**src/rtl/fnd_scan_ctrl.sv**
```systemverilog
// Scan controller for an 8-digit seven-segment display.
// It steps the digit mux select, decodes the sampled nibble and drives
// active-low commons, with a dark blanking gap before each digit.
module fnd_scan_ctrl #(
  parameter int SCAN_DIV   = 100_000,
  parameter int BLANK_CYC  = 1_000,
  parameter int NUM_DIGITS = 8
) (
  input  logic       clk,
  input  logic       reset,
  input  logic       en,
  input  logic [3:0] mux_y,
  input  logic [7:0] dp_mask,
  input  logic [7:0] blank_mask,
  output logic [2:0] sel,
  output logic [7:0] fnd_com,
  output logic [7:0] fnd_font,
  output logic       frame_done
);

  localparam int SHOW_CYC = SCAN_DIV - BLANK_CYC;
  localparam int CW       = $clog2(SCAN_DIV);

  typedef enum logic [1:0] {IDLE, BLANK, SHOW} state_t;

  state_t        state;
  logic [CW-1:0] cnt;
  logic [7:0]    lit_com;
  logic [7:0]    lit_font;

  function automatic logic [6:0] decode(input logic [3:0] v);
    case (v)
      4'h0: decode = 7'h40;
      4'h1: decode = 7'h79;
      4'h2: decode = 7'h24;
      4'h3: decode = 7'h30;
      4'h4: decode = 7'h19;
      4'h5: decode = 7'h12;
      4'h6: decode = 7'h02;
      4'h7: decode = 7'h78;
      4'h8: decode = 7'h00;
      4'h9: decode = 7'h10;
      4'hA: decode = 7'h08;
      4'hB: decode = 7'h03;
      4'hC: decode = 7'h46;
      4'hD: decode = 7'h21;
      4'hE: decode = 7'h06;
      default: decode = 7'h0E;
    endcase
  endfunction

  // What the pins should show for the currently selected digit; a masked digit stays dark.
  always_comb begin
    lit_com  = 8'hFF;
    lit_font = 8'hFF;
    if (!blank_mask[sel]) begin
      lit_com  = ~(8'h01 << sel);
      lit_font = {~dp_mask[sel], decode(mux_y)};
    end
  end

  // The last BLANK edge already loads the digit, so a slot is BLANK_CYC dark plus SHOW_CYC lit cycles.
  always_ff @(posedge clk or posedge reset) begin
    if (reset) begin
      state      <= IDLE;
      sel        <= 3'd0;
      cnt        <= '0;
      fnd_com    <= 8'hFF;
      fnd_font   <= 8'hFF;
      frame_done <= 1'b0;
    end else begin
      frame_done <= 1'b0;
      if (!en) begin
        state    <= IDLE;
        sel      <= 3'd0;
        cnt      <= '0;
        fnd_com  <= 8'hFF;
        fnd_font <= 8'hFF;
      end else begin
        case (state)
          IDLE: begin
            state    <= BLANK;
            cnt      <= '0;
            fnd_com  <= 8'hFF;
            fnd_font <= 8'hFF;
          end
          BLANK: begin
            if (cnt == CW'(BLANK_CYC - 1)) begin
              state    <= SHOW;
              cnt      <= '0;
              fnd_com  <= lit_com;
              fnd_font <= lit_font;
            end else begin
              cnt <= cnt + 1'b1;
            end
          end
          SHOW: begin
            if (cnt == CW'(SHOW_CYC - 1)) begin
              state    <= BLANK;
              cnt      <= '0;
              fnd_com  <= 8'hFF;
              fnd_font <= 8'hFF;
              if (sel == 3'(NUM_DIGITS - 1)) begin
                sel        <= 3'd0;
                frame_done <= 1'b1;
              end else begin
                sel <= sel + 3'd1;
              end
            end else begin
              cnt      <= cnt + 1'b1;
              fnd_com  <= lit_com;
              fnd_font <= lit_font;
            end
          end
          default: begin
            state    <= IDLE;
            sel      <= 3'd0;
            cnt      <= '0;
            fnd_com  <= 8'hFF;
            fnd_font <= 8'hFF;
          end
        endcase
      end
    end
  end

endmodule

```
**config.mk**
```make
export PLATFORM = sky130hd
export DESIGN_NAME = fnd_scan_ctrl
export DESIGN_NICKNAME = d
export VERILOG_FILES = /design/src/rtl/fnd_scan_ctrl.sv
export SDC_FILE = /design/constraint.sdc
export NUM_CORES = 1
export LEC_CHECK = 0
export CORE_UTILIZATION = 46
export CTS_BUF_LIST = sky130_fd_sc_hd__clkbuf_4 sky130_fd_sc_hd__clkbuf_8
export DETAILED_ROUTE_END_ITERATION = 12
export GPL_TIMING_DRIVEN = 0
export PLACE_DENSITY = 0.78
export SYNTH_ARGS = -nofsm -noshare
export SYNTH_HDL_FRONTEND = slang
export SYNTH_SLANG_ARGS = --single-unit
```
**constraint.sdc**
```tcl
create_clock -name clk -period 3.69 [get_ports clk]
set_clock_uncertainty 0.05 [all_clocks]
set_input_delay 1.107 -clock clk [delete_from_list [all_inputs] [get_ports clk]]
set_output_delay 1.107 -clock clk [all_outputs]
set_load 0.02 [all_outputs]
```
==> flow_summary.ini, run 1 <==
[power_and_ir_drop]
ir_drop_mv = 0.238
seqPwrFrac = 0.378
p_per_area_mw_per_mm2 = 514
finalPower_mw = 1.62
p_switching_uw = 602
clkPwrFrac = 0.188
p_leak_nw = 1.19
switching_share = 0.372
cell_internal_pwr_mw = 1.01
pwr-share-comb = 0.434

[routing]
drtPass1Iterations = 4
drt-wirelength-per-cell_um = 15.4
via_per_inst = 5.69
drt_iter0_markers = 170
drc_errors = 0
routed_wirelength_mm = 5.82
postRouteAntennaNets = 0
vias = 2158

[worst_setup_path]
crit_required_ps = 3860
cp.arrival_ps = 3010
criticalPathCategory = in2reg
critPathMaxFanout = 8
max_stage_delay_ps = 500
r2r_slack_ps = 1240
critPathCaptureType = flop
reg2reg_depth = 6
cp_slowest_cell = mux4_2
crit_chain = clkdlybuf4s50_1 > mux4_2 > or2_2 > clkbuf_1 > a221oi_1 > a21oi_1
start_kind = primary input

[synth]
synthCells = 260
yosys.cell_types.count = 48
netlist_area_mm2 = 0.00255
synth-seq-area-share = 0.390
synthesis.nets = 301
synth_top_flop_cell = dfrtp_1
synth_edf_count = 0
synth-seq-cells = 39
yosys_warnings = 0
syn_area_per_cell_um2 = 9.83
synthArstFlopShare = 1.00

[clock_tree]
cts_tree = yes
cts_buffers = 5
htree_levels = 2
cts_setup_buffers = 0
hold_buffers = 0
cts_root_buf = clkbuf_8
cts_sinks = 39
clk_pin_slew_ps = 80
clockBufferDepth = 2
clock_latency_ps = 290
ctsResizeCount = 0

[place]
place_congestion = 0.823
portBuffers = 41
dp_hpwl_mm = 4.35

[timing]
maxSlewViolCount = 0
tightest_slew_ps = 789
timing.final.crit_period_ps = 2840
fin_crit_sh = 0.769
slew_headroom = 0.473
hold_violations = 0
rsz0062_at_grt = no
max_freq_mhz = 352
fin_tns_setup_ps = 0
setup_viol = 0

[finish]
final_util = 0.601
area_growth_pct = 23.2
n_antenna_cell = 0
num-fill-cells = 427
fin_nets = 349
drive_gt1_frac = 0.139

[global_routing]
antenna_found_initial = 0
grt_first_pass_wirelength_mm = 9.94
grt_usage = 0.214
grt_pass1_vias = 2086
grt_overflow = 0
grt_max_degree = 40

[floorplanning]
die_w_um = 76.5
die-area_mm2 = 0.00586
die_h_um = 76.5
start_util = 0.488
core_area_mm2 = 0.00524
floorplan.rows = 26
io_pins = 43

[run_status]
status = completed

[hold_path]
hold_path_depth = 1
worst_hold_path_type = reg2reg

[job]
drv_cap = 0
[stage by stage]
stage / cell area [um2] / hold slack (ps) / instances / setup slack, ps
2_1_floorplan: 2550 / 414 / 260 / 1190
3_3_place_gp: 3050 / 436 / 371 / 549
3_5_place_dp: 3050 / 443 / 371 / 568
4_1_cts: 3150 / 455 / 379 / 871
5_1_grt: 3150 / 466 / 379 / 774
6_report: 3150 / 451 / 379 / 851
[kinds of logic after synthesis]
kind of cell | count (synthesis) | synth area share
xor+xnor | 13 | 0.0446
mux | 10 | 0.0651
fa+ha+maj | 18 | 0.0882
buf+inv | 30 | 0.0495
compound gates | 65 | 0.186
flops | 39 | 0.390
simple gates | 85 | 0.177
[registers in the layout, indices dropped and copies added, names as in the netlist]
register    cells
sel             3
frame_done      1
state           2
fnd_com         8
cnt            17
fnd_font        8
[cell type report]
type | count | area (um2) | share of cell area
clock buffer | 6 | 82.6 | 0.0262
clock inverter | 2 | 11.3 | 0.00358
sequential | 39 | 996 | 0.317
buffer | 12 | 58.8 | 0.0187
inverter | 18 | 67.6 | 0.0215
multi-input combinational | 191 | 1430 | 0.455
timing repair buffer | 41 | 410 | 0.130
tap | 70 | 87.6 | 0.0278
[power by group through the flow]
stage	Sequential [mW]	Combinational, mW	Clock (mW)
global route	0.619	0.773	0.330
detailed placement	0.617	0.697	0
floorplan	0.694	0.365	0
CTS	0.611	0.700	0.313
global placement	0.617	0.685	0
finish	0.610	0.702	0.304
[cell usage after synthesis (3+ instances only)]
library cell	count	share of area
nand4_1	5	0.012
inv_1	18	0.026
o21ai_0	11	0.022
a2bb2oi_1	6	0.021
nand2_1	10	0.015
a21oi_1	14	0.027
clkbuf_1	6	0.0088
nor3_1	7	0.014
a221oi_1	6	0.021
dfstp_2	16	0.16
nand3_1	9	0.018
ha_1	18	0.088
and4_1	3	0.010
o31ai_1	10	0.029
xor2_1	4	0.014
nor2_1	27	0.040
mux4_2	5	0.044
mux2_2	3	0.013
nand2b_1	3	0.0073
nor4_1	5	0.012
xnor2_1	9	0.031
dfrtp_1	23	0.23
a31oi_1	7	0.017
[metal layers]
| layer | GRT usage | part of all wire | vias up |
|---|---|---|---|
| met5 | 0 | 0 | - |
| met4 | 0.0865 | 0.013 | 0 |
| met3 | 0.0443 | 0.035 | 6 |
| met2 | 0.331 | 0.48 | 48 |
| met1 | 0.294 | 0.48 | 1046 |
| li1 | - | - | 1058 |
[final timing paths]
path,end,startpoint
worst max-delay path,fnd_font[6],blank_mask[3]
worst min-delay path,cnt[0],cnt[0]
worst max register to register,cnt[10],cnt[10]
worst min register to register,cnt[0],cnt[0]
max in group asynchronous,cnt[14],reset
min in group asynchronous,frame_done,reset
[worst max-delay path: cells and delay by family]
kind,cells,cell delay [ps]
muxes,1,500
AOI/OAI and AO/OA,2,460
buffers and inverters,2,660
and+or+nand+nor,1,280
[layout by cell type, fill, tap and decap left out, types with 4 or more instances in the layout]
cell type / count
clkbuf_1: 6
nand3_1: 9
dfrtp_1: 23
nor2_1: 27
a221oi_1: 6
nand2_1: 10
xnor2_1: 9
ha_1: 18
nor4_1: 5
clkbuf_8: 6
mux4_2: 5
o21ai_0: 11
a31oi_1: 7
dfstp_2: 16
nand4_1: 5
o31ai_1: 10
a21oi_1: 14
inv_1: 17
xor2_1: 4
a2bb2oi_1: 6
clkdlybuf4s50_1: 41
nor3_1: 7
No activity file was read; power rests on OpenSTA's default activity.
==> run 2: changes to the inputs <==
clock period = 2.8 ns   (was 3.69 ns; I/O delays follow)
==> results of run 2 <==
The final DEF is identical to that of run 1. Status: completed.
Main changes from that run: setup slack after placement 568 ps -> -54.7 ps; setup slack after layout 851 ps -> 228 ps; register-to-register setup slack 1240 ps -> 350 ps; total power 1.62 mW -> 2.13 mW; worst IR drop on VDD 0.238 mV -> 0.314 mV
==> run 3: changes to the inputs <==
CORE_MARGIN = 4   (was unset)
GPL_ROUTABILITY_DRIVEN = 0   (was unset)
==> flow_summary.ini, run 3 (synthesized netlist as in run 1, its figures left out) <==
[global_routing]
grt_first_pass_wirelength_mm = 10.2
grt_overflow = 0
grt_max_degree = 40
grt_pass1_vias = 2126
grt_usage = 0.195
antenna_found_initial = 0

[floorplanning]
die-area_mm2 = 0.00681
floorplan.rows = 26
die_h_um = 82.5
core_area_mm2 = 0.00524
die_w_um = 82.5
io_pins = 43
start_util = 0.488

[routing]
drt_iter0_markers = 136
wl_met3_um = 347
postRouteAntennaNets = 0
drc_errors = 0
via_per_inst = 5.78
drt-wirelength-per-cell_um = 16.2
routed_wirelength_mm = 6.15
drt-met1-wl_mm = 2.71
routed.top_layer = met4
drtPass1Iterations = 4
vias = 2192
wl_met2_mm = 2.96

[hold_path]
worst_hold_path_type = reg2reg

[power_and_ir_drop]
pwr-share-comb = 0.438
p_leak_nw = 1.19
cell_internal_pwr_mw = 1.34
ir_drop_mv = 0.302
switching_share = 0.372
seqPwrFrac = 0.379
p_per_area_mw_per_mm2 = 677
clkPwrFrac = 0.182
p_switching_uw = 792

[worst_setup_path]
critPathCaptureType = flop
max_stage_delay_ps = 500
crit_required_ps = 2960
critPathMaxFanout = 8
cp_slowest_cell = mux4_2
cp.arrival_ps = 2750
criticalPathCategory = in2reg
start_kind = primary input
crit_chain = clkdlybuf4s50_1 > mux4_2 > or2_2 > clkbuf_1 > a221oi_1 > a21oi_1

[timing]
setup_viol = 0
timing.final.crit_period_ps = 2590
fin_tns_setup_ps = 0
hold-worst-slack_ps = 454
rsz0062_at_grt = no
fin_crit_sh = 0.923
hold_violations = 0
slew_headroom = 0.475
maxSlewViolCount = 0
tightest_slew_ps = 787
max_freq_mhz = 387

[clock_tree]
clk_pin_slew_ps = 70
hold_buffers = 0
cts_tree = yes
cts_root_buf = clkbuf_8
cts_sinks = 39
clock_latency_ps = 290
cts_setup_buffers = 0
htree_levels = 2
clockBufferDepth = 2
cts_buffers = 5
ctsResizeCount = 0

[finish]
largest_register_ffs = 17
top_register = cnt
final_cells = 379
final_common_cell = clkdlybuf4s50_1
layout_common_cells = clkdlybuf4s50_1, nor2_1, dfrtp_1
top_regs = cnt (17), fnd_com (8), fnd_font (8)
drive_gt1_frac = 0.139
fin_nets = 349
area_growth_pct = 23.2
num-fill-cells = 451
n_antenna_cell = 0

[place]
portBuffers = 41
dp_cells = 371
dp_hpwl_mm = 4.54

[run_status]
status = completed

[job]
drv_cap = 0
[run 3: cell counts in the layout (fill, tap and decap cells not counted)]
Identical to the previous run, type by type.
[run 3: metrics by stage]
stage / utilization / area, um2 / setup WS (ps) / power [mW]
3_5_place_dp: 0.583 / 3050 / -94.2 / 1.75
6_report: 0.601 / 3150 / 214 / 2.13
4_1_cts: 0.601 / 3150 / 202 / 2.14
5_1_grt: 0.601 / 3150 / 123 / 2.26
3_3_place_gp: 0.583 / 3050 / -76.0 / 1.72
2_1_floorplan: - / 2550 / 560 / 1.40
[run 3: final timing paths]
check | end | slack (ps) | startpoint | cells past startpoint
min | fnd_font[3] | 450 | fnd_font[3] | 1
max reg2reg | cnt[9] | 330 | cnt[10] | 6
max | fnd_font[6] | 210 | blank_mask[3] | 6
min reg2reg | fnd_font[3] | 450 | fnd_font[3] | 1
max in group asynchronous | state[0] | 1230 | reset | 2
min in group asynchronous | cnt[15] | 970 | reset | 2
[run 3: final cells by class]
type / count / area, um2 / share of cell area
tap: 70 / 87.6 / 0.0278
inverter: 18 / 67.6 / 0.0215
timing repair buffer: 41 / 410 / 0.130
multi-input combinational: 191 / 1430 / 0.455
clock buffer: 6 / 82.6 / 0.0262
sequential: 39 / 996 / 0.317
clock inverter: 2 / 11.3 / 0.00358
buffer: 12 / 58.8 / 0.0187
[run 3: critical path, delay by kind of cell]
kind / cells / cell delay, ps
buf+inv: 2 / 640
mux: 1 / 500
compound gates: 2 / 480
simple gates: 1 / 280
[run 3: routing by layer]
layer | track usage | vias up
met1 | 0.267 | 1052
met2 | 0.306 | 62
met5 | 0 | -
met4 | 0.0621 | 0
li1 | - | 1064
met3 | 0.0456 | 14
[run 3: power by group through the flow]
stage / clock network, mW / registers (mW) / logic (mW)
finish: 0.388 / 0.808 / 0.933
global route: 0.423 / 0.824 / 1.01
CTS: 0.399 / 0.808 / 0.933
detailed placement: 0 / 0.815 / 0.931
global placement: 0 / 0.814 / 0.907
floorplan: 0 / 0.915 / 0.482
